<file path="config.mk">
export PLATFORM = sky130hd
export DESIGN_NAME = systolic_2x2_controller
export DESIGN_NICKNAME = d
export VERILOG_FILES = /design/src/rtl/tpu_pkg.sv /design/src/rtl/systolic_2x2_controller.sv
export SDC_FILE = /design/constraint.sdc
export NUM_CORES = 1
export LEC_CHECK = 0
export CAP_MARGIN = 20
export CORE_MARGIN = 4
export CORE_UTILIZATION = 53
export CTS_CLUSTER_SIZE = 30
export DETAILED_ROUTE_END_ITERATION = 8
export HOLD_SLACK_MARGIN = 0.02
export PLACE_DENSITY = 0.84
export SLEW_MARGIN = 40
export SYNTH_ARGS = -nofsm -noshare
export SYNTH_HDL_FRONTEND = slang
export SYNTH_SLANG_ARGS = --single-unit
export TNS_END_PERCENT = 30
</file>
<file path="constraint.sdc">
create_clock -name clk -period 2 [get_ports clk]
set_input_delay 0.2 -clock clk [delete_from_list [all_inputs] [get_ports clk]]
set_output_delay 0.2 -clock clk [all_outputs]
set_load 0.02 [all_outputs]
</file>
<file path="src/rtl/tpu_pkg.sv">
// rtl/tpu_pkg.sv - shared types and constants for the 2x2 systolic sequencer
package tpu_pkg;

    typedef enum logic [2:0] {
        S_LOAD,
        S_CLEAR,
        S_FEED,
        S_DRAIN,
        S_OUT
    } state_t;

    localparam int N_ELEMS     = 8;
    localparam int FEED_CYCLES = 3;
    localparam int N_RESULTS   = 4;

endpackage

</file>
<file path="src/rtl/systolic_2x2_controller.sv">
// rtl/systolic_2x2_controller.sv - load, clear, skewed feed, drain and unload sequencer for a 2x2 systolic array
module systolic_2x2_controller
    import tpu_pkg::*;
#(
    parameter int WIDTH        = 8,
    parameter int DRAIN_CYCLES = 3
) (
    input  logic                 clk,
    input  logic                 rst_n,
    input  logic                 in_valid,
    output logic                 in_ready,
    input  logic [WIDTH-1:0]     in_data,
    output logic                 out_valid,
    input  logic                 out_ready,
    output logic [2*WIDTH-1:0]   out_data,
    output logic                 busy,
    output logic                 done,
    output logic                 arr_rst,
    output logic                 arr_valid,
    output logic [WIDTH-1:0]     arr_a0,
    output logic [WIDTH-1:0]     arr_a1,
    output logic [WIDTH-1:0]     arr_b0,
    output logic [WIDTH-1:0]     arr_b1,
    input  logic [2*WIDTH-1:0]   arr_c00,
    input  logic [2*WIDTH-1:0]   arr_c01,
    input  logic [2*WIDTH-1:0]   arr_c10,
    input  logic [2*WIDTH-1:0]   arr_c11
);

    state_t               state;
    state_t               state_nxt;
    logic [2:0]           idx;
    logic [1:0]           ridx;
    logic [7:0]           cnt;
    logic [WIDTH-1:0]     opnd [N_ELEMS];
    logic [2*WIDTH-1:0]   res  [N_RESULTS];

    logic                 in_accept;
    logic                 out_accept;
    logic                 feed_last;
    logic                 drain_last;
    logic [WIDTH-1:0]     feed_a0, feed_a1, feed_b0, feed_b1;

    assign in_ready   = (state == S_LOAD);
    assign out_valid  = (state == S_OUT);
    assign busy       = (state != S_LOAD);
    assign out_data   = res[ridx];
    assign in_accept  = in_valid && in_ready;
    assign out_accept = out_valid && out_ready;
    assign feed_last  = (state == S_FEED)  && (cnt == 8'(FEED_CYCLES - 1));
    // The extra DRAIN count is the capture cycle: by then the array has seen every drain beat.
    assign drain_last = (state == S_DRAIN) && (cnt == 8'(DRAIN_CYCLES));

    // State register
    always_ff @(posedge clk or negedge rst_n) begin
        if (!rst_n) state <= S_LOAD;
        else        state <= state_nxt;
    end

    // Next-state decode and the operand skew schedule (opnd: A00,A01,A10,A11,B00,B01,B10,B11)
    always_comb begin
        state_nxt = state;
        feed_a0   = '0;
        feed_a1   = '0;
        feed_b0   = '0;
        feed_b1   = '0;
        case (state)
            S_LOAD:  if (in_accept && idx == 3'd7)  state_nxt = S_CLEAR;
            S_CLEAR: state_nxt = S_FEED;
            S_FEED:  if (feed_last)                 state_nxt = S_DRAIN;
            S_DRAIN: if (drain_last)                state_nxt = S_OUT;
            S_OUT:   if (out_accept && ridx == 2'd3) state_nxt = S_LOAD;
            default: state_nxt = S_LOAD;
        endcase
        if (state == S_FEED) begin
            case (cnt)
                8'd0: begin
                    feed_a0 = opnd[0];
                    feed_b0 = opnd[4];
                end
                8'd1: begin
                    feed_a0 = opnd[1];
                    feed_a1 = opnd[2];
                    feed_b0 = opnd[6];
                    feed_b1 = opnd[5];
                end
                8'd2: begin
                    feed_a1 = opnd[3];
                    feed_b1 = opnd[7];
                end
                default: ;
            endcase
        end
    end

    // Element, result-index and phase counters
    always_ff @(posedge clk or negedge rst_n) begin
        if (!rst_n) begin
            idx  <= '0;
            ridx <= '0;
            cnt  <= '0;
        end else begin
            if (in_accept)  idx  <= idx + 3'd1;
            if (out_accept) ridx <= ridx + 2'd1;
            if ((state == S_FEED && !feed_last) || (state == S_DRAIN && !drain_last))
                cnt <= cnt + 8'd1;
            else
                cnt <= '0;
        end
    end

    // Operand capture during LOAD and result capture at the end of DRAIN
    always_ff @(posedge clk or negedge rst_n) begin
        if (!rst_n) begin
            for (int i = 0; i < N_ELEMS; i++)   opnd[i] <= '0;
            for (int i = 0; i < N_RESULTS; i++) res[i]  <= '0;
        end else begin
            if (in_accept) opnd[idx] <= in_data;
            if (drain_last) begin
                res[0] <= arr_c00;
                res[1] <= arr_c01;
                res[2] <= arr_c10;
                res[3] <= arr_c11;
            end
        end
    end

    // Registered array drive and completion pulse
    always_ff @(posedge clk or negedge rst_n) begin
        if (!rst_n) begin
            arr_rst   <= 1'b0;
            arr_valid <= 1'b0;
            arr_a0    <= '0;
            arr_a1    <= '0;
            arr_b0    <= '0;
            arr_b1    <= '0;
            done      <= 1'b0;
        end else begin
            arr_rst   <= (state == S_CLEAR);
            arr_valid <= (state == S_FEED) || (state == S_DRAIN && !drain_last);
            arr_a0    <= feed_a0;
            arr_a1    <= feed_a1;
            arr_b0    <= feed_b0;
            arr_b1    <= feed_b1;
            done      <= out_accept && (ridx == 2'd3);
        end
    end

endmodule

</file>
# ---- After elaboration in Yosys (flattened, before gate mapping)
# Index checks and enable logic that the tools add are counted.
dict set report word_totals {
  ff_bits 179
  inputBits 76
  out_inout_bits 54
  elab_cells 81
}
dict set report classes {
  add_sub_neg 3
  n_lt_le_gt_ge 3
  eq_ne 13
  mux 20
  bitwise_logic 2
  n_reduce_logical 17
}
# operator n
set ops {}
lappend ops {{bitwise mux 64 bit} 1}
lappend ops {{one-hot mux 8 bit (2 select lines)} 4}
lappend ops {{two-way mux 8 bit} 6}
lappend ops {{binary-select mux 16 bit (select 2 bit)} 1}
lappend ops {{two-way mux 16 bit} 2}
lappend ops {{demux 8 bit (select 3 bit)} 1}
lappend ops {{equality test 8 x 2 -> 1 bit, second input constant} 2}
lappend ops {{one-hot mux 3 bit (5 select lines)} 1}
lappend ops {{two-way mux 3 bit} 4}
lappend ops {{logical AND 1 bit} 9}
lappend ops {{adder 8 x 1 -> 8 bit, second input constant} 1}
lappend ops {{equality test 8 x 1 -> 1 bit, second input constant} 1}
lappend ops {{zero test 8 bit} 1}
lappend ops {{equality test 3 x 2 -> 1 bit, second input constant} 2}
lappend ops {{equality test 3 bit, second input constant} 2}
lappend ops {{greater-or-equal comparator 4 bit, second input constant} 1}
lappend ops {{less-than comparator 4 x 1 -> 1 bit, second input constant} 1}
lappend ops {{!= test 2 x 1 -> 1 bit, second input constant} 2}
lappend ops {{!= test 2 bit, second input constant} 2}
lappend ops {{inverter 3 -> 4 bit} 1}
lappend ops {{AND reduction 4 bit} 1}
lappend ops {{adder 3 x 1 -> 3 bit, second input constant} 1}
lappend ops {{equality test 3 x 1 -> 1 bit, second input constant} 1}
lappend ops {{greater-or-equal comparator 3 bit, second input constant} 1}
lappend ops {{other kinds (7)} 9}

# ---- Longest topological paths before layout
# Gate-level depths: netlist (run 1).
dict set report depth {
  word_depth 6
  depth_mapped 6
  ltp_nobuf 5
}

# ---- Worst setup path after synthesis (run 1)
# No wires, ideal clock.
dict set report synth_path {
  path_kind {register to register}
  from {register state[2]}
  to {register opnd[16] (netlist name)}
  arrival_ps 1641
  required_ps 1875
  setup_slack_ps 234
  path_stages_with_launch 7
  n_path_buf 3
  path_cell_list {dfrtp_1 > buf_2 > nor4b_4 > buf_6 > and4b_1 > buf_6 > mux2_2}
}
dict set report synth_between {
  elab_chain_cells 2
}
# item line
set synth_lines {}
lappend synth_lines {{start, declared} systolic_2x2_controller.sv:30} ;# state_t state;
lappend synth_lines {{start signal, assigned} systolic_2x2_controller.sv:57} ;# else state <= state_nxt;
lappend synth_lines {{zero test 3 bit} systolic_2x2_controller.sv:44} ;# assign in_ready = (state == S_LOAD);
lappend synth_lines {{logical AND 1 bit} systolic_2x2_controller.sv:48} ;# assign in_accept = in_valid && in_ready;
lappend synth_lines {{end signal, assigned by index} systolic_2x2_controller.sv:118} ;# if (in_accept) opnd[idx] <= in_data;
lappend synth_lines {{end, declared} systolic_2x2_controller.sv:35} ;# logic [WIDTH-1:0] opnd [N_ELEMS];
# Every way passes these cells.
# A chain may end at the register's enable or synchronous reset.

# ---- Worst setup path after layout (run 1)
dict set report layout_path {
  from {register ridx[0]}
  to {output out_data[13]}
}
dict set report layout_between {
  elab_chain_cells 4
}
# item line
set layout_lines {}
lappend layout_lines {{start, declared} systolic_2x2_controller.sv:33} ;# logic [1:0] ridx;
lappend layout_lines {{start signal, assigned} systolic_2x2_controller.sv:104} ;# if (out_accept) ridx <= ridx + 2'd1;
lappend layout_lines {{inverter 2 -> 3 bit (not written as such)} systolic_2x2_controller.sv:47} ;# assign out_data = res[ridx];
lappend layout_lines {{binary-select mux 16 bit (select 2 bit)} systolic_2x2_controller.sv:47}
lappend layout_lines {{two-way mux 16 bit (not written as such) (2 in series)} systolic_2x2_controller.sv:47}
lappend layout_lines {{end, declared} systolic_2x2_controller.sv:15} ;# output logic [2*WIDTH-1:0] out_data,
# Every way passes these cells. The select of a mux whose other input is x is not followed.

==> results_dict.tcl, run 1 <==
set metrics [dict create \
    yosys_warnings 0 \
    crit_required_ns 1.80 \
    gp_congestion 0.8315 \
    p_leak_nw 4.511 \
    grtUsageMet3_pct 6.000 \
    max_slew_margin_pct 60.79 \
    startpoint_type "flop" \
    die_h_um 128.2 \
    cts-root-buf "clkbuf_16" \
    numCtsBuffers 17 \
    grt-ovfl-total 0 \
    post-dp-hpwl_um 11400 \
    fin_crit_sh_pct 96.78 \
    dpl-instance-area_mm2 0.009273 \
    vias_per_cell 5.618 \
    ir_drop_v 0.0007655 \
    clk_latency_ns 0.43 \
    cp-end-kind "output port" \
    io_buffers 129 \
    netlist_area_mm2 0.007662 \
    fin_setup_tns_ns 0 \
    grt_first_pass_wirelength_um 27100 \
    firstDrtPassIters 5 \
    setup_viol 0 \
    fin_nets 722 \
    drive_gt1_share_pct 35.74 \
    synth.avg_cell_area_um2 15.39 \
    ys_seq_elements 179 \
    avgRoutedWirePerCell_um 20.13 \
    hold_path.class "in2async" \
    grt_pass1_vias 5139 \
    hold_slack_ns 0.3189 \
    grt_max_degree 62 \
    cts_sinks 179 \
    clk_path_buf_depth 2 \
    p_per_area_mw_per_mm2 1556 \
    core_mm2 0.01404 \
    ios 130 \
    final.min_clock_period_ns 1.936 \
    final_hold_viol_count 0 \
    met1_usage_pct 27.48 \
    synth_nets 581 \
    cp_max_fo 7 \
    fmaxAchievable_mhz 516.7 \
    worstMarginPinSlew_ns 0.5882 \
    grt_usage_pct 21.21 \
    cts.clk_slew.worst_paths_ns 0.07 \
    rsz0062_at_grt "false" \
    ys_types 40 \
    critPathArrivalTime_ns 1.74 \
    crit_type "reg2out" \
    final_core_util_pct 69.98 \
    skew_ns 0.01631 \
    drc 0 \
    maxCapViolCount 0 \
    synthCells 498 \
    initial_core_util_pct 54.57 \
    antenna_found_initial 0 \
    drv_slew 0 \
    vias 4674 \
    status "completed" \
    routed_wl_um 16750 \
    die-width_um 128.2 \
    drt_iter0_drc 389 \
    busiest_layer "met2" \
    dieArea_mm2 0.01645 \
    fin_area_mm2 0.009827 \
    ant_nets 0 \
    gr-usage-met2_pct 34.45 \
    cts_tree "done" \
    ys_seq_area_share_pct 58.46 \
    num_rows 43 \
    area_delta_synth_final_pct 28.25 \
    antenna_cells 0 \
    fillers 906 \
    cts_max_level 4 \
]
## critical path, stage by stage, from the launching register on
cell and delay [ns]:
dfrtp_2 0.44, clkbuf_16 0.19, mux4_2 0.49, buf_2 0.18
## layout make-up
class | count | area [um2] | share of cell area [%]
clock inverters | 15 | 156.4 | 1.592
multi-input cells | 280 | 2962 | 30.14
flip-flops and latches | 179 | 4483 | 45.62
inverters | 7 | 26.28 | 0.2674
clock buffers | 17 | 425.4 | 4.329
well taps | 180 | 225.2 | 2.292
repair buffers | 154 | 1549 | 15.76
## report_power, final
group	internal [W]	switching [W]
Clock	0.00168	0.00158
Combinational	0.00315	0.00260
Sequential	0.00525	0.00103
Total	0.0101	0.00521
## final timing paths
path	startpoint	end	slack, ns	depth (start not counted)
worst max-delay path	ridx[0]	out_data[13]	0.06	3
worst min-delay path	rst_n	res[49]	0.32	2
worst max register to register	cnt[2]	res[14]	0.14	5
worst min register to register	res[31]	res[31]	0.50	1
max in group asynchronous	rst_n	ridx[0]	0.95	3
min in group clk	arr_c00[6]	res[54]	0.38	2
## cell usage after synthesis, drive strengths merged
| cell type | number | area [um2] |
|---|---|---|
| nand4b | 2 | 47.55 |
| o21ai | 4 | 20.02 |
| and4b | 1 | 10.01 |
| nor4bb | 1 | 10.01 |
| xor2 | 4 | 35.03 |
| inv | 7 | 26.28 |
| mux4 | 16 | 360.4 |
| and3b | 1 | 8.760 |
| and3 | 2 | 12.51 |
| nor2b | 1 | 6.260 |
| mux2 | 131 | 1659 |
| or4 | 1 | 11.26 |
| a21oi | 4 | 20.02 |
| a311oi | 1 | 8.760 |
| xnor2 | 1 | 8.760 |
| mux2i | 1 | 10.01 |
| nand3 | 6 | 35.03 |
| clkbuf | 14 | 52.55 |
| dfrtp | 179 | 4479 |
| buf | 18 | 145.1 |
| nand2b | 1 | 6.260 |
| nand2 | 3 | 11.26 |
| o41ai | 1 | 27.53 |
| or3 | 4 | 25.02 |
| nor3 | 2 | 10.01 |
| and2 | 2 | 12.51 |
| nand4 | 5 | 46.29 |
| a311o | 1 | 10.01 |
| and4bb | 1 | 12.51 |
| nor4b | 1 | 23.77 |
| nor4 | 1 | 21.27 |
| ha | 7 | 87.58 |
| nor2 | 41 | 153.9 |
| and2b | 1 | 7.510 |
| a22oi | 32 | 240.2 |
## routing by layer
layer / share of wire (%) / up-vias / wire length (um)
li1: - / 2078 / -
met1: 43 / 2406 / 7162
met2: 49 / 168 / 8211
met3: 6.8 / 22 / 1131
met4: 1.5 / 0 / 245
met5: 0 / - / 0
## flip-flops by register name, summed over array words and instances, names as in the netlist
| register | cells |
|---|---|
| res | 64 |
| done | 1 |
| ridx | 2 |
| state | 3 |
| arr_a0 | 8 |
| arr_rst | 1 |
| cnt | 8 |
| arr_valid | 1 |
| arr_a1 | 8 |
| arr_b0 | 8 |
| opnd | 64 |
| arr_b1 | 8 |
| idx | 3 |
## cells in the final DEF, fill, tap and decap left out, types with 5 or more instances in the layout
cell type | Yosys | final
dfrtp_1 | 179 | 176
clkdlybuf4s50_1 | 0 | 109
mux2_2 | 82 | 82
mux2_4 | 49 | 49
nor2_1 | 41 | 40
a22oi_1 | 32 | 32
clkbuf_16 | 0 | 18
mux4_2 | 16 | 16
buf_2 | 8 | 16
buf_4 | 2 | 12
buf_12 | 0 | 10
inv_1 | 7 | 7
ha_1 | 7 | 7
inv_8 | 0 | 7
nand3_1 | 5 | 5
## kinds of logic after synthesis
family	count (synthesis)	share of synthesized area, %
compound gates	43	4.262
simple gates	77	6.156
mux	148	26.49
fa+ha+maj	7	1.143
xor+xnor	5	0.5715
flops	179	58.46
buf+inv	39	2.923
## metrics by stage
stage               instances  power (W)  setup WS [ns]
floorplan                 498    0.01003         0.2342
global placement          797    0.01192        0.08122
detailed placement        797    0.01225        0.04016
CTS                       830    0.01535       -0.09280
global route              832    0.01610       0.001214
finish                    832    0.01529        0.06449
## timing repair
| action | 4_1_cts | 5_1_grt |
|---|---|---|
| buffers inserted | 0 | 1 |
| pin swaps | 0 | 1 |
| hold endpoints to repair | 57 | 0 |
| setup endpoints to repair | 19 | 22 |
| gates resized for setup | 67 | 5 |
| cloned | 0 | 1 |
| hold buffers | 1 | 0 |
Note: power is estimated with default switching activity, not from simulation.
==> run 2: changes to the inputs <==
--- a/config.mk
+++ b/config.mk
@@ -6,7 +6,6 @@
 export NUM_CORES = 1
 export LEC_CHECK = 0
 export CAP_MARGIN = 20
-export CORE_MARGIN = 4
 export CORE_UTILIZATION = 53
 export CTS_CLUSTER_SIZE = 30
 export DETAILED_ROUTE_END_ITERATION = 8
==> run 2 against run 1 <==
Clock skew down 0.0012 ns. First-iteration DRC count down 24%. Critical path depth unchanged. Via count about the same. Sequential share of layout area down 0.19 points. Die area down 9.1%. Critical path type unchanged. Largest power group unchanged.
==> results_dict.tcl, run 2 (synthesized netlist as in run 1, its figures left out) <==
set metrics [dict create \
    critPathArrivalTime_ns 1.76 \
    slowest_delay_ns 0.49 \
    crit_type "reg2out" \
    grt_first_pass_wirelength_um 26660 \
    numCtsBuffers 17 \
    die-width_um 122.2 \
    grt_max_degree 60 \
    cp_slowest_cell "mux4_2" \
    status "completed" \
    setup_viol 0 \
    top_regs "opnd (64), res (64)" \
    r2r_cells 5 \
    grt_usage_pct 23.80 \
    initial_core_util_pct 54.78 \
    antenna_found_initial 0 \
    clk_latency_ns 0.43 \
    drc 0 \
    startpoint_type "flop" \
    fin_crit_sh_pct 97.89 \
    final.min_clock_period_ns 1.958 \
    maxCapViolCount 0 \
    fin_area_mm2 0.009864 \
    clk_path_buf_depth 2 \
    p_seq_share_pct 40.6 \
    routed_wl_um 16530 \
    avgRoutedWirePerCell_um 19.73 \
    path_cells "bufbuf_16 -> mux4_2 -> buf_2" \
    drive_gt1_share_pct 36.17 \
    area_delta_synth_final_pct 28.74 \
    core_mm2 0.01399 \
    fmaxAchievable_mhz 510.8 \
    max_slew_margin_pct 62.90 \
    vias_per_cell 5.582 \
    skew_ns 0.01515 \
    io_buffers 129 \
    hold_slack_ns 0.3126 \
    ant_nets 0 \
    dieArea_mm2 0.01494 \
    grt_pass1_vias 5100 \
    cp-end-kind "output port" \
    drv_slew 0 \
    gp_congestion 0.8109 \
    cts_sinks 179 \
    vias 4678 \
    cts-root-buf "clkbuf_16" \
    fillers 909 \
    fin_nets 728 \
    swShare_pct 32.87 \
    ios 130 \
    antenna_cells 0 \
    ir_drop_v 0.0007923 \
    firstDrtPassIters 4 \
    num_rows 43 \
    power.internal_w 0.01036 \
    final_cell_mix "dfrtp_1 (177), clkdlybuf4s50_1 (109), mux2_2 (82), mux2_4 (49), nor2_1 (40)" \
    final_hold_viol_count 0 \
    crit_required_ns 1.80 \
    rsz0062_at_grt "true" \
    cp_max_fo 6 \
    p_leak_nw 4.511 \
    drt_iter0_drc 295 \
    clkPwrFrac_pct 21.7 \
    share_comb_of_total_power_pct 37.7 \
    p_total_w 0.01543 \
    worstMarginPinSlew_ns 0.5565 \
    cts.clk_slew.worst_paths_ns 0.07 \
    dpl-instance-area_mm2 0.009273 \
    layout_commonest_cell "dfrtp_1" \
    p_sw_w 0.005072 \
    grt-ovfl-total 0 \
    cts_max_level 4 \
    p_per_area_mw_per_mm2 1564 \
    hold_path.class "in2async" \
    cts_tree "done" \
    die_h_um 122.2 \
    post-dp-hpwl_um 10660 \
]
-- run 2: cell count changes in the layout (fill, tap and decap cells not counted), moves of 2 or more --
| cell | before | now |
|---|---|---|
| inv_8 | 7 | 2 |
| buf_12 | 10 | 7 |
| inv_6 | 3 | 1 |
| clkinvlp_4 | 0 | 4 |
| clkinv_8 | 2 | 0 |
| clkinv_4 | 1 | 3 |
| bufinv_16 | 0 | 2 |
| buf_4 | 12 | 20 |
-- run 2: area by class of cell --
| class | instances | area [um2] | area share [%] |
|---|---|---|---|
| flip-flops and latches | 179 | 4482 | 45.43 |
| multi-input cells | 280 | 2972 | 30.12 |
| repair buffers | 160 | 1564 | 15.85 |
| clock buffers | 19 | 442.9 | 4.490 |
| well taps | 180 | 225.2 | 2.283 |
| clock inverters | 13 | 152.6 | 1.547 |
| inverters | 7 | 26.28 | 0.2664 |
-- run 2: metal layers --
metal	GRT usage, %	routed length [um]	up-vias
li1	-	-	2093
met1	31.11	7146	2429
met2	39.01	8180	137
met3	6.227	1004	19
met4	7.317	200	0
met5	0	0	-
-- run 2: critical path, delay by kind of cell (launching register included) --
family	cells	cell delay (ns)
buffers and inverters	2	0.46
DFF	1	0.39
muxes	1	0.49
-- run 2: path summary, 6_finish.rpt --
kind / start / to / slack (ns)
min in group clk: arr_c01[3] / res[35] / 0.38
max in group asynchronous: rst_n / res[39] / 0.96
hold / removal: rst_n / res[18] / 0.31
hold reg to reg: res[31] / res[31] / 0.51
setup / recovery: ridx[0] / out_data[5] / 0.04
setup reg to reg: state[2] / opnd[17] / 0.10
-- run 2: repair_timing --
item	4_1_cts	5_1_grt
hold buffers	1	0
pin swaps	0	1
buffers inserted	2	0
resized for setup	69	5
endpoints found under the setup margin	19	39
endpoints found under the hold margin	55	0
gates cloned	1	0
-- run 2: power by group through the flow --
stage          Sequential (W)  Combinational, W  Clock (W)
5_1_grt               0.00645           0.00626    0.00355
6_report              0.00627           0.00582    0.00334
3_3_place_gp          0.00616           0.00578          0
2_1_floorplan         0.00619           0.00384          0
3_5_place_dp          0.00628           0.00595          0
4_1_cts               0.00623           0.00587    0.00340
-- run 2: through the flow --
step | instances | setup WS (ns) | TNS [ns] | util [%]
after floorplan | 498 | 0.2342 | 0 | -
after global placement | 802 | -0.03323 | -0.5947 | 66.29
after detailed placement | 802 | -0.07064 | -1.155 | 66.29
after CTS | 838 | 0.002756 | 0 | 70.39
after global routing | 838 | -0.02756 | -0.09719 | 70.52
final | 838 | 0.04222 | 0 | 70.52
==> run 3: changes to the inputs <==
--- a/config.mk
+++ b/config.mk
@@ -6,10 +6,11 @@
 export NUM_CORES = 1
 export LEC_CHECK = 0
 export CAP_MARGIN = 20
+export CORE_ASPECT_RATIO = 0.75
 export CORE_UTILIZATION = 53
 export CTS_CLUSTER_SIZE = 30
 export DETAILED_ROUTE_END_ITERATION = 8
-export HOLD_SLACK_MARGIN = 0.02
+export HOLD_SLACK_MARGIN = 0.15
 export PLACE_DENSITY = 0.84
 export SLEW_MARGIN = 40
 export SYNTH_ARGS = -nofsm -noshare
==> run 3 against run 2 <==
Critical path depth stayed put. Sequential share of layout area is 0.25 points higher. First-iteration DRC count is 19% lower. Clock power hardly changed. Die area hardly changed. Combinational power is 2% lower. Global-route usage is 0.11 points higher. Sequential power is 0.6% higher. Worst setup slack better by 0.0043 ns. Via count is 0.58% lower. Cell count is 1.2% higher. Critical path type unchanged. Largest cell class unchanged. Highest routed layer unchanged.
==> results_dict.tcl, run 3 (synthesized netlist as in run 1, its figures left out) <==
set metrics [dict create \
    grt_usage_pct 23.91 \
    fin_crit_sh_pct 97.67 \
    vias_per_cell 5.485 \
    dieArea_mm2 0.01495 \
    fin_area_mm2 0.009811 \
    cts_sinks 179 \
    fin_nets 723 \
    cts-root-buf "clkbuf_16" \
    dpl_worst_slack_ns 0.02730 \
    crit_family "multiplexers" \
    num_rows 37 \
    antenna_found_initial 0 \
    cts.clk_slew.worst_paths_ns 0.06 \
    final_cell_mix "dfrtp_1 (177), clkdlybuf4s50_1 (109), mux2_2 (82), mux2_4 (49), nor2_1 (41)" \
    final_hold_viol_count 0 \
    clk_path_buf_depth 2 \
    routed_wl_um 16530 \
    skew_ns 0.009970 \
    ir_drop_v 0.0007377 \
    setup_viol 0 \
    path_cells "buf_12 -> mux4_2 -> buf_2" \
    cp-startpoint "ridx[0]" \
    p_sw_w 0.005050 \
    swShare_pct 32.89 \
    max_slew_margin_pct 57.85 \
    status "completed" \
    slowest_delay_ns 0.51 \
    cts_tree "done" \
    grt_first_pass_wirelength_um 26840 \
    p_seq_share_pct 41.1 \
    hold_slack_ns 0.3384 \
    gp_congestion 0.7803 \
    clkPwrFrac_pct 21.6 \
    startpoint_type "flop" \
    crit_required_ns 1.80 \
    power.internal_w 0.01031 \
    grt_max_degree 68 \
    ios 130 \
    post-dp-hpwl_um 11000 \
    fin_ws_ns 0.04651 \
    grt_pass1_vias 5003 \
    critPathArrivalTime_ns 1.75 \
    final_core_util_pct 70.41 \
    final.min_clock_period_ns 1.953 \
    area_delta_synth_final_pct 28.04 \
    cts_max_level 4 \
    drv_slew 0 \
    clk_latency_ns 0.43 \
    drive_gt1_share_pct 35.38 \
    firstDrtPassIters 4 \
    dpl-instance-area_mm2 0.009249 \
    io_buffers 129 \
    cp_slowest_cell "mux4_2" \
    top_regs "opnd (64), res (64)" \
    reg2reg_slack_ns 0.09 \
    core_mm2 0.01393 \
    drc 0 \
    vias 4651 \
    antenna_cells 0 \
    maxCapViolCount 0 \
    r2r_cells 4 \
    share_comb_of_total_power_pct 37.3 \
    ant_nets 0 \
    cp_max_fo 8 \
    fmaxAchievable_mhz 511.9 \
    avgRoutedWirePerCell_um 19.49 \
    rsz0062_at_grt "true" \
    p_per_area_mw_per_mm2 1565 \
    fin_setup_tns_ns 0 \
    drt_iter0_drc 239 \
    crit_type "reg2out" \
    layout_commonest_cell "dfrtp_1" \
    initial_core_util_pct 54.99 \
    path_buf_inv 2 \
    die_h_um 106.1 \
    r2r_start "cnt[3]" \
    grt-ovfl-total 0 \
    p_leak_nw 4.484 \
    die-width_um 140.8 \
    numCtsBuffers 17 \
    r2r_end "res[34]" \
    worstMarginPinSlew_ns 0.6322 \
    cp-end-kind "output port" \
    hold_path.class "in2async" \
]
run 3: cell types whose count changed in the layout (fill, tap and decap cells not counted), sizes merged:
cell           delta
bufbuf            -1
buf               -4
clkinvlp          -3
clkinv            +1
clkdlybuf4s15     +1
dlygate4sd2       -1
inv               +2
run 3: stage by stage:
stage               instances  total power, W
floorplan                 498         0.01003
global placement          813         0.01188
global route              848         0.01617
detailed placement        813         0.01219
CTS                       848         0.01545
finish                    848         0.01536
run 3: worst max-delay path by stage:
stage                         endpoint  slack (ns)  cells past startpoint
final                     out_data[12]        0.05                      3
after global routing      out_data[15]      -0.002                      3
after CTS                 out_data[10]       -0.12                      3
after detailed placement      opnd[28]        0.03                      6
after global placement        opnd[24]        0.05                      6
after floorplan               opnd[16]        0.23                      6
run 3: power by group through the flow:
stage	Sequential (W)	Clock (W)	Combinational (W)
5_1_grt	0.00647	0.00354	0.00615
6_report	0.00631	0.00332	0.00573
3_3_place_gp	0.00619	0	0.00569
2_1_floorplan	0.00619	0	0.00384
3_5_place_dp	0.00631	0	0.00588
4_1_cts	0.00629	0.00338	0.00578
run 3: what timing repair did:
item / in CTS / in global routing
gates cloned: 1 / 0
setup endpoints to repair: 19 / 20
hold buffers: 1 / 0
resized for setup: 68 / 5
buffers inserted: 1 / 0
endpoints found under the hold margin: 61 / 0
run 3: final cells by class:
type	instances	area (um2)
Fill cell	896	4124
Multi-Input combinational cell	280	2959
Timing Repair Buffer	155	1509
Tap cell	195	244.0
Inverter	7	26.28
Clock buffer	19	442.9
Sequential cell	179	4482
Clock inverter	13	147.6
run 3: routing by layer:
| metal | GRT usage [%] | part of all wire, % | wire (um) | vias to the layer above |
|---|---|---|---|---|
| met2 | 38.56 | 50 | 8254 | 109 |
| met4 | 9.161 | 1.6 | 269 | 0 |
| met5 | 0 | 0 | 0 | - |
| li1 | - | - | - | 2091 |
| met1 | 31.99 | 43 | 7148 | 2433 |
| met3 | 5.180 | 5.2 | 855 | 18 |
